File: src/rtl/memblock_bank.sv
// Double-buffered per-channel operand store with a clear sequencer and registered reads.
// Optional per-word even parity is built when MEMBLOCK_PARITY_EN is defined.
module memblock_bank #(
    parameter int N        = 8,
    parameter int CHANNELS = 3,
    parameter int ADDR_W   = 4
) (
    input  logic                       Clock,
    input  logic                       Reset,
    input  logic [ADDR_W-1:0]          Wr_Addr,
    input  logic [CHANNELS*(N+1)-1:0]  Data_In,
    input  logic [CHANNELS-1:0]        Wr_En,
    input  logic [ADDR_W-1:0]          Rd_Addr,
    input  logic                       Rd_En,
    input  logic                       Swap,
    input  logic                       Clear,
    output logic [CHANNELS*(N+1)-1:0]  Data_Out,
    output logic                       Rd_Valid,
    output logic                       Bank,
    output logic                       Busy,
    output logic [CHANNELS-1:0]        Parity_Err
);
    localparam int W     = N + 1;
    localparam int DEPTH = 1 << ADDR_W;

    typedef enum logic {
        IDLE  = 1'b0,
        CLEAR = 1'b1
    } state_t;

    state_t                    state_q, state_d;
    logic [ADDR_W-1:0]         cnt_q, cnt_d;
    logic                      bank_q, bank_d;
    logic [CHANNELS*W-1:0]     data_out_q, data_out_d;
    logic                      rd_valid_q, rd_valid_d;
    logic                      rd_fire;
    logic                      clr_fire;
    logic [CHANNELS-1:0]       wr_fire;

    logic [W-1:0] mem_q [2][CHANNELS][DEPTH];

    always_comb begin
        rd_fire  = (state_q == IDLE) && Rd_En;
        wr_fire  = (state_q == IDLE) ? Wr_En : '0;
        clr_fire = (state_q == CLEAR);
    end

    always_comb begin
        state_d = state_q;
        cnt_d   = cnt_q;
        bank_d  = bank_q;
        case (state_q)
            IDLE: begin
                if (Swap) begin
                    bank_d = ~bank_q;
                end
                if (Clear) begin
                    state_d = CLEAR;
                    cnt_d   = '0;
                end
            end
            CLEAR: begin
                cnt_d = cnt_q + 1'b1;
                if (&cnt_q) begin
                    state_d = IDLE;
                end
            end
            default: state_d = IDLE;
        endcase
    end

    // Reads always see the pre-edge bank, so a same-cycle Swap does not disturb them.
    always_comb begin
        data_out_d = data_out_q;
        rd_valid_d = rd_fire;
        if (rd_fire) begin
            for (int c = 0; c < CHANNELS; c++) begin
                data_out_d[c*W +: W] = mem_q[bank_q][c][Rd_Addr];
            end
        end
    end

    always_ff @(posedge Clock or posedge Reset) begin
        if (Reset) begin
            state_q    <= IDLE;
            cnt_q      <= '0;
            bank_q     <= 1'b0;
            data_out_q <= '0;
            rd_valid_q <= 1'b0;
        end else begin
            state_q    <= state_d;
            cnt_q      <= cnt_d;
            bank_q     <= bank_d;
            data_out_q <= data_out_d;
            rd_valid_q <= rd_valid_d;
        end
    end

    // Storage has no reset; the clear sequence wipes both banks at the counter address.
    always_ff @(posedge Clock) begin
        for (int c = 0; c < CHANNELS; c++) begin
            if (clr_fire) begin
                mem_q[0][c][cnt_q] <= '0;
                mem_q[1][c][cnt_q] <= '0;
            end else if (wr_fire[c]) begin
                mem_q[~bank_q][c][Wr_Addr] <= Data_In[c*W +: W];
            end
        end
    end

`ifdef MEMBLOCK_PARITY_EN
    logic                par_q [2][CHANNELS][DEPTH];
    logic [CHANNELS-1:0] par_err_q, par_err_d;

    always_comb begin
        par_err_d = '0;
        if (rd_fire) begin
            for (int c = 0; c < CHANNELS; c++) begin
                par_err_d[c] = (^mem_q[bank_q][c][Rd_Addr]) != par_q[bank_q][c][Rd_Addr];
            end
        end
    end

    always_ff @(posedge Clock or posedge Reset) begin
        if (Reset) begin
            par_err_q <= '0;
        end else begin
            par_err_q <= par_err_d;
        end
    end

    always_ff @(posedge Clock) begin
        for (int c = 0; c < CHANNELS; c++) begin
            if (clr_fire) begin
                par_q[0][c][cnt_q] <= 1'b0;
                par_q[1][c][cnt_q] <= 1'b0;
            end else if (wr_fire[c]) begin
                par_q[~bank_q][c][Wr_Addr] <= ^Data_In[c*W +: W];
            end
        end
    end

    assign Parity_Err = par_err_q;
`else
    assign Parity_Err = '0;
`endif

    assign Data_Out = data_out_q;
    assign Rd_Valid = rd_valid_q;
    assign Bank     = bank_q;
    assign Busy     = (state_q == CLEAR);

endmodule

File: config.mk
export PLATFORM = sky130hd
export DESIGN_NAME = memblock_bank
export DESIGN_NICKNAME = d
export VERILOG_FILES = /design/src/rtl/memblock_bank.sv
export SDC_FILE = /design/constraint.sdc
export NUM_CORES = 2
export LEC_CHECK = 0
export BUFFER_PORTS_ARGS = -buffer_cell sky130_fd_sc_hd__buf_2
export CAP_MARGIN = 10
export CORE_MARGIN = 4
export CORE_UTILIZATION = 50
export DETAILED_ROUTE_END_ITERATION = 10
export GPL_TIMING_DRIVEN = 0
export PLACE_DENSITY = 0.66
export SYNTH_ARGS = -nofsm -noshare
export SYNTH_HDL_FRONTEND = slang
export SYNTH_SLANG_ARGS = --single-unit
export TNS_END_PERCENT = 5
File: constraint.sdc
create_clock -name Clock -period 2.95 [get_ports Clock]
set_input_delay 0 -clock Clock [delete_from_list [all_inputs] [get_ports Clock]]
set_output_delay 0 -clock Clock [all_outputs]
set_load 0.01 [all_outputs]
==> results.tsv <==
stage	metric	value	unit
power	combinational fraction of design power	0.278	
synthesis	Synth Flop Type	dfxtp_1	
synthesis	main combinational cell family by area after synthesis	compound AO/OA/AOI/OAI gates	
worst_setup_path	family with the most delay on the worst path	compound AO/OA/AOI/OAI gates	
clock_tree	Max Root-Sink Buffers	3	
power	clock power share	0.321	
outcome	status	finished with violations	
synthesis	mean post-synth cell area	9.43	um2
power	internal power	24.6	mW
timing	endpoints failing setup	62	
global_routing	Overflow after GRT	0	
power	switch share	0.346	
synthesis	top post-synthesis cells by count	nand2_1, a21oi_1, dfxtp_1, mux2i_1, and2_1	
synthesis	Post-Synth Simple-Gate Area	0.165	
global_routing	vias in the first global route	32737	
power	NetSw	13.0	mW
worst_setup_path	crit path buf inv count	3	
synthesis	sequential element share of the synthesized area	0.520	
timing	fin crit share	1.04	
clock_tree	Clock Sinks	898	
clock_tree	clock-pin slew on the worst setup and hold paths	0.06	ns
clock_tree	clk_lat worst skew	0.67	ns
final_layout	Final #Nets	4544	
synthesis	Synth cell types	40	
route	routed len/inst	27.5	um
clock_tree	CTS Root Buffer Type	clkbuf_16	
synthesis	number of flops mapped to enable cells by yosys	288	
timing	final worst slack	-0.106	ns
global_routing	initial antenna violation count	2	
route	DRC	0	
route	drt first pass iters	6	
synthesis	XOR/XNOR share of the synthesized area	0.000216	
timing	final setup TNS	-2.40	ns
synthesis	post-synthesis compound-gate area fraction	0.170	
synthesis	cells after synthesis	4292	
placement	Post-DP HPWL	114	mm
route	Vias/cell	6.16	
timing	final hold vios	0	
floorplan	initial core utilization	0.503	
clock_tree	TritonCTS clock tree	yes	
worst_setup_path	worst-path fanout max	10	
flow_run	Max Cap Viol	0	
worst_setup_path	Worst Setup Start Kind	register	
floorplan	Core ar.	80400	um2
synthesis	Synth Cell Area	40500	um2
route	via count	34739	
final_layout	layout cells sized above 1	0.100	
floorplan	Die ar.	85500	um2
worst_setup_path	CP endpoint kind	register	
placement	buffers added on ports	72	
synthesis	top cell type by total area after synthesis	dfxtp_1	
timing	RSZ-0062 raised after global routing	yes	
timing	Slew Limit Fails	0	
power	static leakage	16.6	nW
worst_hold_path	worst min path class	input pin to async pin	
global_routing	gr usage total	0.351	
worst_setup_path	max incr delay on CP	0.93	ns
worst_setup_path	WP data required	3.22	ns
route	antenna-violating nets left	0	
worst_setup_path	Worst Path Class, Setup	register to register	
timing	Slew headroom	0.135	
global_routing	largest net degree at the start of global routing	35	
timing	fmax	327	MHz
timing	worst hold slack	0.0644	ns
synthesis	post-synth top area share	0.285	
power	worst-case vdd ir drop	0.000738	V
route	drt first-iter violations	4173	
floorplan	FP Rows	104	
synthesis	Async SR Flop Fraction	0.0379	
synthesis	main area contributors after synthesis	dfxtp_1, edfxtp_1, mux2i_1, nand2_1, a21oi_1	
synthesis	mux share of post-synthesis cell area	0.107	
route	final wirelength	155	mm
placement	GP Congestion	1.00	
timing	Final min period	3.06	ns
synthesis	number of synthesized register bits	898	
worst_setup_path	Slowest-stage cell, CP	o22ai_1	
floorplan	Die H	292	um
worst_setup_path	crit-path cells	buf_4 > buf_6 > nor2_2 > nand2_2 > clkbuf_2 > o22ai_1	
global_routing	global-route wire length before repair	221	mm
synthesis	count leader, synth	nand2_1	
floorplan	IO Pins	76	
outcome	failing checks	setup timing	
final_layout	area delta synth->final	13.4	%
floorplan	die width	292	um
timing	Worst-Margin Slew	1.30	ns
placement	worst slack, placed	-0.776	ns
clock_tree	total CTS buffers	96	
clock_tree	H-tree depth	3	
power	Seq pwr share	0.401	
worst_setup_path	WP data arrival	3.33	ns
timing	clock skew	0.0250	ns
synthesis	Synth Area in Adders	0.00124	
power	Pwr Density	819	nW/um2
synthesis	Synth Warn #	0	
==> metal layers <==
layer	vias to the layer above	GRT usage	wire (um)
met1	16871	0.457	59800
met4	2	0.212	11200
met5	-	0.00721	94
met2	1987	0.537	67700
li1	15405	-	-
met3	474	0.0767	16200
==> power groups by stage <==
stage                     Combinational, mW  Sequential [mW]  Clock [mW]
final                                  10.4             15.0        12.1
after detailed placement               9.76             15.2           0
after CTS                              10.0             15.0        12.0
after global placement                 9.69             15.2           0
after global routing                   10.7             15.1        12.6
after floorplan                        6.17             15.0           0
==> placed cells by master, fill, tap and decap left out, types with 8 or more instances in the layout <==
cell	n
o41ai_2	27
nand2_1	1062
clkbuf_16	101
o22ai_2	12
nand2b_1	10
dfxtp_1	576
dfrtp_1	34
buf_2	100
o22ai_4	10
a221oi_1	10
buf_6	14
a221oi_2	44
nor2_2	61
edfxtp_1	288
or2_2	8
o21ai_0	150
clkinv_2	15
buf_4	19
a22oi_1	108
clkbuf_1	256
buf_1	17
a22o_1	54
mux2i_1	433
dlygate4sd3_1	30
o21ai_1	32
clkinv_1	8
a21oi_1	631
nor2_1	56
clkbuf_8	19
and2_1	293
o22ai_1	29
==> worst paths after layout <==
check / from / to / slack, ns / cells after the start
max: Bank / mem_q[1][316] / -0.11 / 6
min: Reset / Data_Out[3] / 0.06 / 3
max reg2reg: Bank / mem_q[1][316] / -0.11 / 6
min reg2reg: mem_q[0][201] / mem_q[0][201] / 0.45 / 2
max in group asynchronous: Reset / Data_Out[23] / 2.29 / 3
min in group Clock: Clear / cnt_q[1] / 0.15 / 3
==> final cells by class <==
cell class,instances,area (um2)
Timing Repair Buffer,105,716
Clock buffer,146,2890
Antenna cell,1,2.50
Fill cell,7278,34600
Tap cell,1060,1330
Multi-Input combinational cell,3073,18200
Sequential cell,898,21000
Buffer,319,1460
Inverter,4,15.0
Clock inverter,31,214
==> cell families after synthesis <==
group / after synthesis
xor+xnor: 1
compound gates: 1108
other cells: 1
buf+inv: 323
simple gates: 1523
fa+ha+maj: 4
mux: 434
flops: 898
==> flip-flops by register name, summed over array words and instances (netlist names) <==
signal,flops
Busy,1
Rd_Valid,1
Bank,1
mem_q,864
cnt_q,4
Data_Out,27
==> worst min-delay path, stage by stage <==
cell and delay (ns):
dlygate4sd3_1 0.52, buf_2 0.12, inv_2 0.63
==> stage by stage <==
stage	area, um2	instances	util	total power, mW
final	45900	5637	0.570	37.5
after global routing	45900	5636	0.570	38.4
after CTS	45800	5635	0.570	37.1
after detailed placement	42200	5426	0.524	25.0
after global placement	42200	5426	0.524	24.9
after floorplan	40500	4294	-	21.2
==> what timing repair did <==
item                                    in CTS  in global routing
buffers inserted                             2                  0
pin swaps                                    3                  0
gates resized for setup                     34                 19
hold endpoints to repair                   119                  0
hold buffers                                30                  0
endpoints found under the setup margin     234                382
(Power assumes the default switching activity.)
